===== config.mk =====
export PLATFORM = sky130hd
export DESIGN_NAME = uart_rom_frame_loader
export DESIGN_NICKNAME = d
export VERILOG_FILES = /design/src/rtl/hack_rom_loader_pkg.sv /design/src/rtl/rom_loader_word_handshake.sv /design/src/rtl/uart_rom_frame_loader.sv
export SDC_FILE = /design/constraint.sdc
export NUM_CORES = 1
export LEC_CHECK = 0
export CAP_MARGIN = 15
export CORE_ASPECT_RATIO = 2
export CORE_MARGIN = 3
export CORE_UTILIZATION = 35
export CTS_BUF_LIST = sky130_fd_sc_hd__clkbuf_16
export DETAILED_ROUTE_END_ITERATION = 7
export MAX_ROUTING_LAYER = met4
export PLACE_DENSITY = 0.55
export SYNTH_ARGS = -nofsm -noshare
export SYNTH_HDL_FRONTEND = slang
export SYNTH_HIERARCHICAL = 1
export SYNTH_SLANG_ARGS = --single-unit
export TNS_END_PERCENT = 1

===== constraint.sdc =====
create_clock -name clk -period 3.4 [get_ports clk]
set_clock_uncertainty 0.1 [all_clocks]
set_input_delay 0.85 -clock clk [delete_from_list [all_inputs] [get_ports clk]]
set_output_delay 0.85 -clock clk [all_outputs]
set_load 0.05 [all_outputs]

===== src/rtl/hack_rom_loader_pkg.sv =====
// Shared definitions for the framed UART-to-ROM loader.
// Contents: protocol byte values, frame-FSM and handshake-FSM state encodings,
// and a helper that tells whether a frame state lies inside an active frame.
package hack_rom_loader_pkg;

  localparam logic [7:0] SYNC_BYTE = 8'hA5;
  localparam logic [7:0] ACK_BYTE  = 8'h06;
  localparam logic [7:0] NAK_BYTE  = 8'h15;

  typedef enum logic [2:0] {
    SYNC    = 3'd0,
    LEN_HI  = 3'd1,
    LEN_LO  = 3'd2,
    DATA_HI = 3'd3,
    DATA_LO = 3'd4,
    CHECK   = 3'd5,
    REPLY   = 3'd6,
    RUN     = 3'd7
  } frame_state_t;

  typedef enum logic {
    HS_IDLE     = 1'b0,
    HS_WAIT_ACK = 1'b1
  } hs_state_t;

  // States between the sync byte and the checksum byte: the inter-byte
  // timeout and the running checksum are only live here.
  function automatic logic frame_active(input frame_state_t s);
    return (s == LEN_HI) || (s == LEN_LO) || (s == DATA_HI) ||
           (s == DATA_LO) || (s == CHECK);
  endfunction

endpackage


===== src/rtl/rom_loader_word_handshake.sv =====
// Per-word handshake into the hack_soc ROM loader port.
// Holds one completed word, drives it out with a strobe and waits for the
// acknowledge, counting words that were written.
// Ports:
//   clk, reset_n      clock, asynchronous active-low reset
//   clear             one-cycle: zero words_loaded (start of a new frame)
//   word_valid        one-cycle: word_in is a completed word
//   word_in           completed instruction word
//   rom_loader_ack    hack_soc word-written acknowledge
//   rom_loader_sck    word strobe (high while waiting for ack)
//   rom_loader_data   word being written, stable while sck is high
//   idle              no word pending and no handshake in flight
//   overrun           one-cycle: a word arrived with the holding register full
//   words_loaded      saturating count of acknowledged words
module rom_loader_word_handshake
  import hack_rom_loader_pkg::*;
#(
  parameter int WORD_WIDTH = 16
) (
  input  logic                  clk,
  input  logic                  reset_n,
  input  logic                  clear,
  input  logic                  word_valid,
  input  logic [WORD_WIDTH-1:0] word_in,
  input  logic                  rom_loader_ack,
  output logic                  rom_loader_sck,
  output logic [WORD_WIDTH-1:0] rom_loader_data,
  output logic                  idle,
  output logic                  overrun,
  output logic [15:0]           words_loaded
);

  hs_state_t             state_reg, state_next;
  logic                  pending_reg, pending_next;
  logic [WORD_WIDTH-1:0] hold_reg, hold_next;
  logic                  sck_reg, sck_next;
  logic [WORD_WIDTH-1:0] data_reg, data_next;
  logic [15:0]           count_reg, count_next;
  logic                  consume;

  always_ff @(posedge clk or negedge reset_n) begin
    if (!reset_n) begin
      state_reg   <= HS_IDLE;
      pending_reg <= 1'b0;
      hold_reg    <= '0;
      sck_reg     <= 1'b0;
      data_reg    <= '0;
      count_reg   <= '0;
    end else begin
      state_reg   <= state_next;
      pending_reg <= pending_next;
      hold_reg    <= hold_next;
      sck_reg     <= sck_next;
      data_reg    <= data_next;
      count_reg   <= count_next;
    end
  end

  always_comb begin
    state_next   = state_reg;
    pending_next = pending_reg;
    hold_next    = hold_reg;
    sck_next     = sck_reg;
    data_next    = data_reg;
    count_next   = count_reg;
    consume      = 1'b0;
    overrun      = 1'b0;

    case (state_reg)
      HS_IDLE: begin
        if (pending_reg) begin
          data_next  = hold_reg;
          sck_next   = 1'b1;
          consume    = 1'b1;
          state_next = HS_WAIT_ACK;
        end
      end
      HS_WAIT_ACK: begin
        if (rom_loader_ack) begin
          sck_next = 1'b0;
          if (count_reg != 16'hFFFF) count_next = count_reg + 16'd1;
          state_next = HS_IDLE;
        end
      end
      default: state_next = HS_IDLE;
    endcase

    if (consume) pending_next = 1'b0;

    // A word arriving in the same cycle the held word moves to the output
    // register still fits; only a genuinely full holding register drops it.
    if (word_valid) begin
      if (pending_reg && !consume) begin
        overrun = 1'b1;
      end else begin
        hold_next    = word_in;
        pending_next = 1'b1;
      end
    end

    if (clear) count_next = '0;
  end

  assign rom_loader_sck  = sck_reg;
  assign rom_loader_data = data_reg;
  assign words_loaded    = count_reg;
  assign idle            = (state_reg == HS_IDLE) && !pending_reg;

endmodule


===== src/rtl/uart_rom_frame_loader.sv =====
// Framed serial-to-ROM loader for hack_soc.
// Frame: A5, count[15:8], count[7:0], count x {hi, lo} words, checksum.
// The 8-bit sum of every byte after the sync byte (checksum included) must be
// zero. A verified frame releases rom_loader_load; a failed one gets a NAK
// and a one-cycle low pulse on rom_loader_load to restart the ROM address.
// Ports:
//   clk, reset_n                    clock, asynchronous active-low reset
//   rx_valid, rx_byte               received byte strobe and value
//   tx_busy, tx_start, tx_byte      UART transmitter interface (status byte)
//   reload                          pulse: leave RUN and accept a new image
//   rom_loader_load/sck/data/ack    hack_soc ROM loading port
//   done, error, words_loaded       status
module uart_rom_frame_loader
  import hack_rom_loader_pkg::*;
#(
  parameter int WORD_WIDTH     = 16,
  parameter int TIMEOUT_CYCLES = 2500000,
  parameter int TIMEOUT_WIDTH  = 22
) (
  input  logic                  clk,
  input  logic                  reset_n,
  input  logic                  rx_valid,
  input  logic [7:0]            rx_byte,
  input  logic                  tx_busy,
  output logic                  tx_start,
  output logic [7:0]            tx_byte,
  input  logic                  reload,
  output logic                  rom_loader_load,
  output logic                  rom_loader_sck,
  output logic [WORD_WIDTH-1:0] rom_loader_data,
  input  logic                  rom_loader_ack,
  output logic                  done,
  output logic                  error,
  output logic [15:0]           words_loaded
);

  frame_state_t             state_reg, state_next;
  logic [15:0]              count_reg, count_next;
  logic [7:0]               hi_reg, hi_next;
  logic [7:0]               csum_reg, csum_next;
  logic [TIMEOUT_WIDTH-1:0] tmo_reg, tmo_next;
  logic                     tx_start_reg, tx_start_next;
  logic [7:0]               tx_byte_reg, tx_byte_next;
  logic                     load_reg, load_next;
  logic                     done_reg, done_next;
  logic                     error_reg, error_next;

  logic                     in_frame;
  logic                     timeout;
  logic                     word_valid;
  logic [WORD_WIDTH-1:0]    word_data;
  logic                     hs_clear;
  logic                     hs_idle;
  logic                     overrun;

  rom_loader_word_handshake #(
    .WORD_WIDTH(WORD_WIDTH)
  ) u_handshake (
    .clk            (clk),
    .reset_n        (reset_n),
    .clear          (hs_clear),
    .word_valid     (word_valid),
    .word_in        (word_data),
    .rom_loader_ack (rom_loader_ack),
    .rom_loader_sck (rom_loader_sck),
    .rom_loader_data(rom_loader_data),
    .idle           (hs_idle),
    .overrun        (overrun),
    .words_loaded   (words_loaded)
  );

  always_ff @(posedge clk or negedge reset_n) begin
    if (!reset_n) begin
      state_reg    <= SYNC;
      count_reg    <= '0;
      hi_reg       <= '0;
      csum_reg     <= '0;
      tmo_reg      <= '0;
      tx_start_reg <= 1'b0;
      tx_byte_reg  <= '0;
      load_reg     <= 1'b1;
      done_reg     <= 1'b0;
      error_reg    <= 1'b0;
    end else begin
      state_reg    <= state_next;
      count_reg    <= count_next;
      hi_reg       <= hi_next;
      csum_reg     <= csum_next;
      tmo_reg      <= tmo_next;
      tx_start_reg <= tx_start_next;
      tx_byte_reg  <= tx_byte_next;
      load_reg     <= load_next;
      done_reg     <= done_next;
      error_reg    <= error_next;
    end
  end

  always_comb begin
    state_next    = state_reg;
    count_next    = count_reg;
    hi_next       = hi_reg;
    csum_next     = csum_reg;
    tx_start_next = 1'b0;
    tx_byte_next  = tx_byte_reg;
    load_next     = load_reg;
    done_next     = done_reg;
    error_next    = error_reg;
    word_valid    = 1'b0;
    word_data     = {hi_reg, rx_byte};
    hs_clear      = 1'b0;

    in_frame = frame_active(state_reg);
    // A byte arriving on the expiry cycle wins: it clears the counter.
    timeout  = in_frame && !rx_valid &&
               (tmo_reg == TIMEOUT_WIDTH'(TIMEOUT_CYCLES - 1));
    tmo_next = (in_frame && !rx_valid) ? tmo_reg + 1'b1 : '0;

    if (in_frame && rx_valid) csum_next = csum_reg + rx_byte;

    case (state_reg)
      SYNC: begin
        // Also ends the one-cycle low pulse after a NAK.
        load_next = 1'b1;
        if (rx_valid && rx_byte == SYNC_BYTE) begin
          csum_next  = '0;
          error_next = 1'b0;
          hs_clear   = 1'b1;
          state_next = LEN_HI;
        end
      end
      LEN_HI: begin
        if (rx_valid) begin
          count_next[15:8] = rx_byte;
          state_next       = LEN_LO;
        end
      end
      LEN_LO: begin
        if (rx_valid) begin
          count_next[7:0] = rx_byte;
          state_next      = ({count_reg[15:8], rx_byte} == 16'd0) ? CHECK : DATA_HI;
        end
      end
      DATA_HI: begin
        if (rx_valid) begin
          hi_next    = rx_byte;
          state_next = DATA_LO;
        end
      end
      DATA_LO: begin
        if (rx_valid) begin
          word_valid = 1'b1;
          count_next = count_reg - 16'd1;
          state_next = (count_reg > 16'd1) ? DATA_HI : CHECK;
        end
      end
      CHECK: begin
        if (rx_valid) state_next = REPLY;
      end
      REPLY: begin
        // Every accepted word finishes its handshake before the status goes out.
        if (hs_idle && !tx_busy) begin
          tx_start_next = 1'b1;
          if (csum_reg == 8'h00 && !error_reg) begin
            tx_byte_next = ACK_BYTE;
            state_next   = RUN;
          end else begin
            tx_byte_next = NAK_BYTE;
            error_next   = 1'b1;
            load_next    = 1'b0;
            state_next   = SYNC;
          end
        end
      end
      RUN: begin
        if (reload) begin
          load_next  = 1'b1;
          done_next  = 1'b0;
          state_next = SYNC;
        end else begin
          load_next = 1'b0;
          done_next = 1'b1;
        end
      end
      default: state_next = SYNC;
    endcase

    if (timeout) begin
      error_next = 1'b1;
      state_next = REPLY;
    end
    if (overrun) error_next = 1'b1;
  end

  assign tx_start        = tx_start_reg;
  assign tx_byte         = tx_byte_reg;
  assign rom_loader_load = load_reg;
  assign done            = done_reg;
  assign error           = error_reg;

endmodule


== Word-level counts from Yosys, hierarchy flattened ==
Cells that the tools add are included.

* Flip-flop bits (word level): 120
* Logic and storage cells: 145

* Add/sub/neg operators: 4
* $lt $le $gt $ge: 1
* Equal/unequal tests: 28
* Mux-type cells: 55
* Bitwise gates (word level): 2
* Reductions and logical operators: 38

{| class="wikitable"
|+ Operators by type and width
! cell !! count
|-
| 16-bit 2-to-1 mux || 5
|-
| 3-bit 2-to-1 mux || 12
|-
| 8-bit 2-to-1 mux || 4
|-
| 8-bit one-hot mux with 2 select lines || 2
|-
| 1-bit 2-to-1 mux || 25
|-
| 3-bit != test, second input constant || 8
|-
| 3-bit one-hot mux with 8 select lines || 1
|-
| 22-bit by 1-bit adder with 22-bit output, second input constant || 1
|-
| 22-bit equality test, second input constant || 1
|-
| 22-bit 2-to-1 mux || 1
|-
| 16-bit by 1-bit adder with 16-bit output, second input constant || 1
|-
| 16-bit by 1-bit greater-than comparator with 1-bit output, second input constant || 1
|-
| 16-bit zero test || 1
|-
| 16-bit != test, second input constant || 1
|-
| 16-bit by 1-bit subtractor with 16-bit output, second input constant || 1
|-
| 3-bit equality test, second input constant || 4
|-
| 2-bit != test, second input constant || 6
|-
| 4-bit != test, second input constant || 3
|-
| 3-bit AND reduction || 4
|-
| 2-bit AND reduction || 5
|-
| 2-bit nonzero test || 5
|-
| 8-bit adder || 1
|-
| 8-bit equality test, second input constant || 1
|-
| 1-bit logical AND || 8
|-
| 15 further kinds || 26
|}

== Longest topological paths before layout ==
* Depth after elaboration: 9
* Gate-level depth with buffers: 9
* Mapped depth without buffers: 7

== By module ==
The synthesis kept the hierarchy.

{| class="wikitable"
|+ Modules (own cells, without submodules)
! module !! times used !! cells each !! area each (um^2)
|-
| uart_rom_frame_loader || 1 || 404 || 3,693.5
|-
| rom_loader_word_handshake || 1 || 173 || 2,203.4
|}

== Worst setup path after synthesis ==
No wires, ideal clock.

* Path type: flip-flop to flip-flop
* Start point: reg, netlist name state_reg[2]
* End point: reg u_handshake.hold_reg[1]
* Library setup time: 0.125 ns
* Data arrival time: 2.529 ns
* Required time: 3.175 ns
* Setup slack: 0.646 ns
* Stages on the path, launching flop included: 10
* Buffers on the path: 3
* Period minus slack after synthesis: 2.754 ns
* Path through: dfrtp_1 > buf_1 > inv_1 > nor3_1 > clkbuf_1 > nand2_1 > inv_1 > a21boi_1 > buf_2 > mux2_2

{| class="wikitable"
|+ RTL lines
! what !! line !! source
|-
| end signal: assignment || rom_loader_word_handshake.sv:52 || <nowiki>hold_reg <= hold_next;</nowiki>
|-
| end: declaration || rom_loader_word_handshake.sv:35 || <nowiki>logic [WORD_WIDTH-1:0] hold_reg, hold_next;</nowiki>
|}

== Final worst setup path ==
* Start point: reg load_reg (netlist: rom_loader_load)
* End point: out rom_loader_load

{| class="wikitable"
|+ RTL lines
! what !! line !! source
|-
| start: declaration || uart_rom_frame_loader.sv:44 || <nowiki>logic load_reg, load_next;</nowiki>
|-
| start signal: assignment || uart_rom_frame_loader.sv:92 || <nowiki>load_reg <= load_next;</nowiki>
|-
| end: declaration || uart_rom_frame_loader.sv:28 || <nowiki>output logic rom_loader_load,</nowiki>
|}

No word-level cell between the ends.

==> impl_metrics.csv <==
group,metric,value,unit
worst_setup_path,critPathCaptureType,"output pin",
drt,avgViaCountPerCell,5.50,
placement,post-dp-hpwl,10.8,mm
global_route,grt_pass1_wl,24.4,mm
job,drv_cap,0,
timing,slew_viol_final,0,
floorplan,die_w,97.8,um
cts,cts_buffers,17,
placement,pre_cts_slack,0.249,ns
synthesis,ys_seq_area_frac,0.488,
layout,nets,665,
synthesis,yosysTopAreaCellShare,0.484,
cts,cts.repair.resized,0,
worst_setup_path,critPathRequiredTime,2.45,ns
drt,drt_first_pass_iters,4,
layout,area_growth,22.9,%
drt,wire_per_inst,17.3,um
layout,final_cell_mix,"114 x dfrtp_1, 65 x nor2_1, 53 x clkdlybuf4s50_1, 41 x mux2_2, 32 x a21oi_1",
floorplan,initial_core_util,0.359,
floorplan,num_rows,66,
global_route,grt_pass1_vias,4827,
synthesis,synth_top_area_cell,"dfrtp_1",
cts,clk_pin_slew,0.05,ns
global_route,grt-ovfl-total,0,
global_route,grt_usage,0.171,
synthesis,syn_inst,577,
timing,tightest_slew,1.04,ns
synthesis,synthArstFlopShare,1.00,
cts,post_cts_buffers,0,
timing,final.min_clock_period,2.72,ns
synthesis,synth_area,0.00590,mm2
timing,max_slew_margin,0.305,
layout,largest_reg_flops,22,
timing,hold_violations,0,
power,p_leak,3.09,nW
layout,fill_cells,1551,
layout,layout_commonest_cell,"dfrtp_1",
layout,layout-drive-gt1-share,0.147,
timing,finalSetupViolations,0,
worst_setup_path,cp_cell_sequence,"clkdlybuf4s50_1",
floorplan,core,0.0164,mm2
cts,clk_path_buf_depth,2,
worst_setup_path,cp_top_family,"buffers and inverters",
timing,setup-tns-final,0,ns
power,internal_power,3.84,mW
power,clkPwrFrac,0.283,
synthesis,synth_warnings,6,
cts,cts_hold_buf,0,
synthesis,syn_avg_cell_area,10.2,um2
cts,clk_latency,0.42,ns
placement,numPortBuffers,54,
power,combPwrFrac,0.361,
worst_setup_path,critPathLaunchType,"register",
synthesis,ys_ff_latch,115,
power,ir_drop,0.428,mV
worst_setup_path,arrival,1.77,ns
drt,ant_nets,0,
floorplan,io_pins,59,
timing,finalWorstSetupSlack,0.679,ns
run_status,status,"finished clean",
layout,n_antenna_cell,0,
timing,fmax,368,MHz
cts,clkSinkCount,115,
drt,vias,4709,
power,pwr-share-seq,0.356,
worst_setup_path,crit_fanout,3,
power,p_sw,2.35,mW
drt,route.detailed.drc,0,
timing,post-route-period-util,0.800,
worst_hold_path,hold_class,"in2async",
synthesis,synth_edf_count,0,
drt,drt_iter0_markers,260,
cts,cts_htree_levels,4,
global_route,grt_max_degree,63,
cts,cts_root_buf,"clkbuf_16",
worst_setup_path,slowest_stage,"clkdlybuf4s50_1",
synthesis,synth_flop_cell,"dfrtp_1",
cts,cts_tree,"yes",
drt,routed_wl,14.8,mm
timing,rsz0062_at_grt,"false",
floorplan,die_h,190,um
worst_setup_path,path_buf_inv,1,
worst_setup_path,criticalPathCategory,"reg2out",
floorplan,die_area,0.0185,mm2
power,power.density,854,mW/mm2
worst_setup_path,slowest_delay,0.82,ns
synthesis,ys_types,65,
power,switching_share,0.380,
global_route,antenna_found_initial,0,
placement,gp_congestion,0.887,
synthesis,synthTopCellsByArea,"dfrtp_1 48%, mux2_2 7.8%, nor2_1 4.1%",
==> final timing paths <==
| check | cells past startpoint | to | slack, ns | start |
|---|---|---|---|---|
| max | 1 | rom_loader_load | 0.68 | rom_loader_load |
| min | 1 | count_reg[5] | 0.34 | reset_n |
| max reg2reg | 5 | count_reg[14] | 0.92 | count_reg[4] |
| min reg2reg | 1 | tx_byte[2] | 0.37 | tx_byte[2] |
| max in group asynchronous | 2 | rom_loader_load | 2.07 | reset_n |
| min in group clk | 1 | tx_byte[2] | 0.37 | tx_byte[2] |
==> layout make-up <==
type	instances	area, um2	share of cell area
Clock buffer	17	425	0.0587
Clock inverter	15	151	0.0209
Inverter	14	52.6	0.00725
Multi-Input combinational cell	422	2820	0.389
Sequential cell	115	2880	0.397
Tap cell	204	255	0.0352
Timing Repair Buffer	69	663	0.0915
==> power by group through the flow <==
stage	clock network (mW)	logic [mW]	registers [mW]
after CTS	1.79	2.26	2.20
final	1.75	2.24	2.20
after global routing	1.86	2.42	2.27
after global placement	0	2.19	2.20
after detailed placement	0	2.25	2.22
after floorplan	0	1.22	2.55
==> cell families (layout without fill, tap and decap cells) <==
logic type | after synthesis | after routing | synth area share
AND/OR/NAND/NOR | 219 | 219 | 0.196
other | 1 | 4 | 0.000636
AO/OA/AOI/OAI | 113 | 113 | 0.124
adder cells (fa/ha/maj) | 12 | 12 | 0.0267
multiplexers | 48 | 48 | 0.0902
buffers and inverters | 43 | 115 | 0.0356
XOR/XNOR | 26 | 26 | 0.0386
flip-flops | 115 | 115 | 0.488
==> per-stage QoR <==
stage / util / total power, mW / instance area, um2 / instances / hold slack, ns
after floorplan: - / 3.77 / 5910 / 580 / 0.344
after global placement: 0.406 / 4.39 / 6670 / 824 / 0.360
after detailed placement: 0.406 / 4.47 / 6670 / 824 / 0.364
after CTS: 0.441 / 6.25 / 7250 / 856 / 0.363
after global routing: 0.441 / 6.55 / 7250 / 856 / 0.380
final: 0.441 / 6.19 / 7250 / 856 / 0.344
==> layer usage <==
layer  track usage  part of all wire  vias up
met5             -                 0        -
met4        0.0805             0.031        0
met3        0.0319             0.028       30
met2         0.314              0.57      112
met1         0.172              0.37     2329
li1              -                 -     2238
==> synthesized netlist by cell type, drive strengths merged, types with 14 or more instances <==
cell type,count
or3,14
mux2,41
nor2,65
o21ai,33
a21oi,33
nand3,22
clkbuf,16
xor2,18
inv,14
nand2,30
dfrtp,114
nand4,17
(Power assumes the default switching activity.)
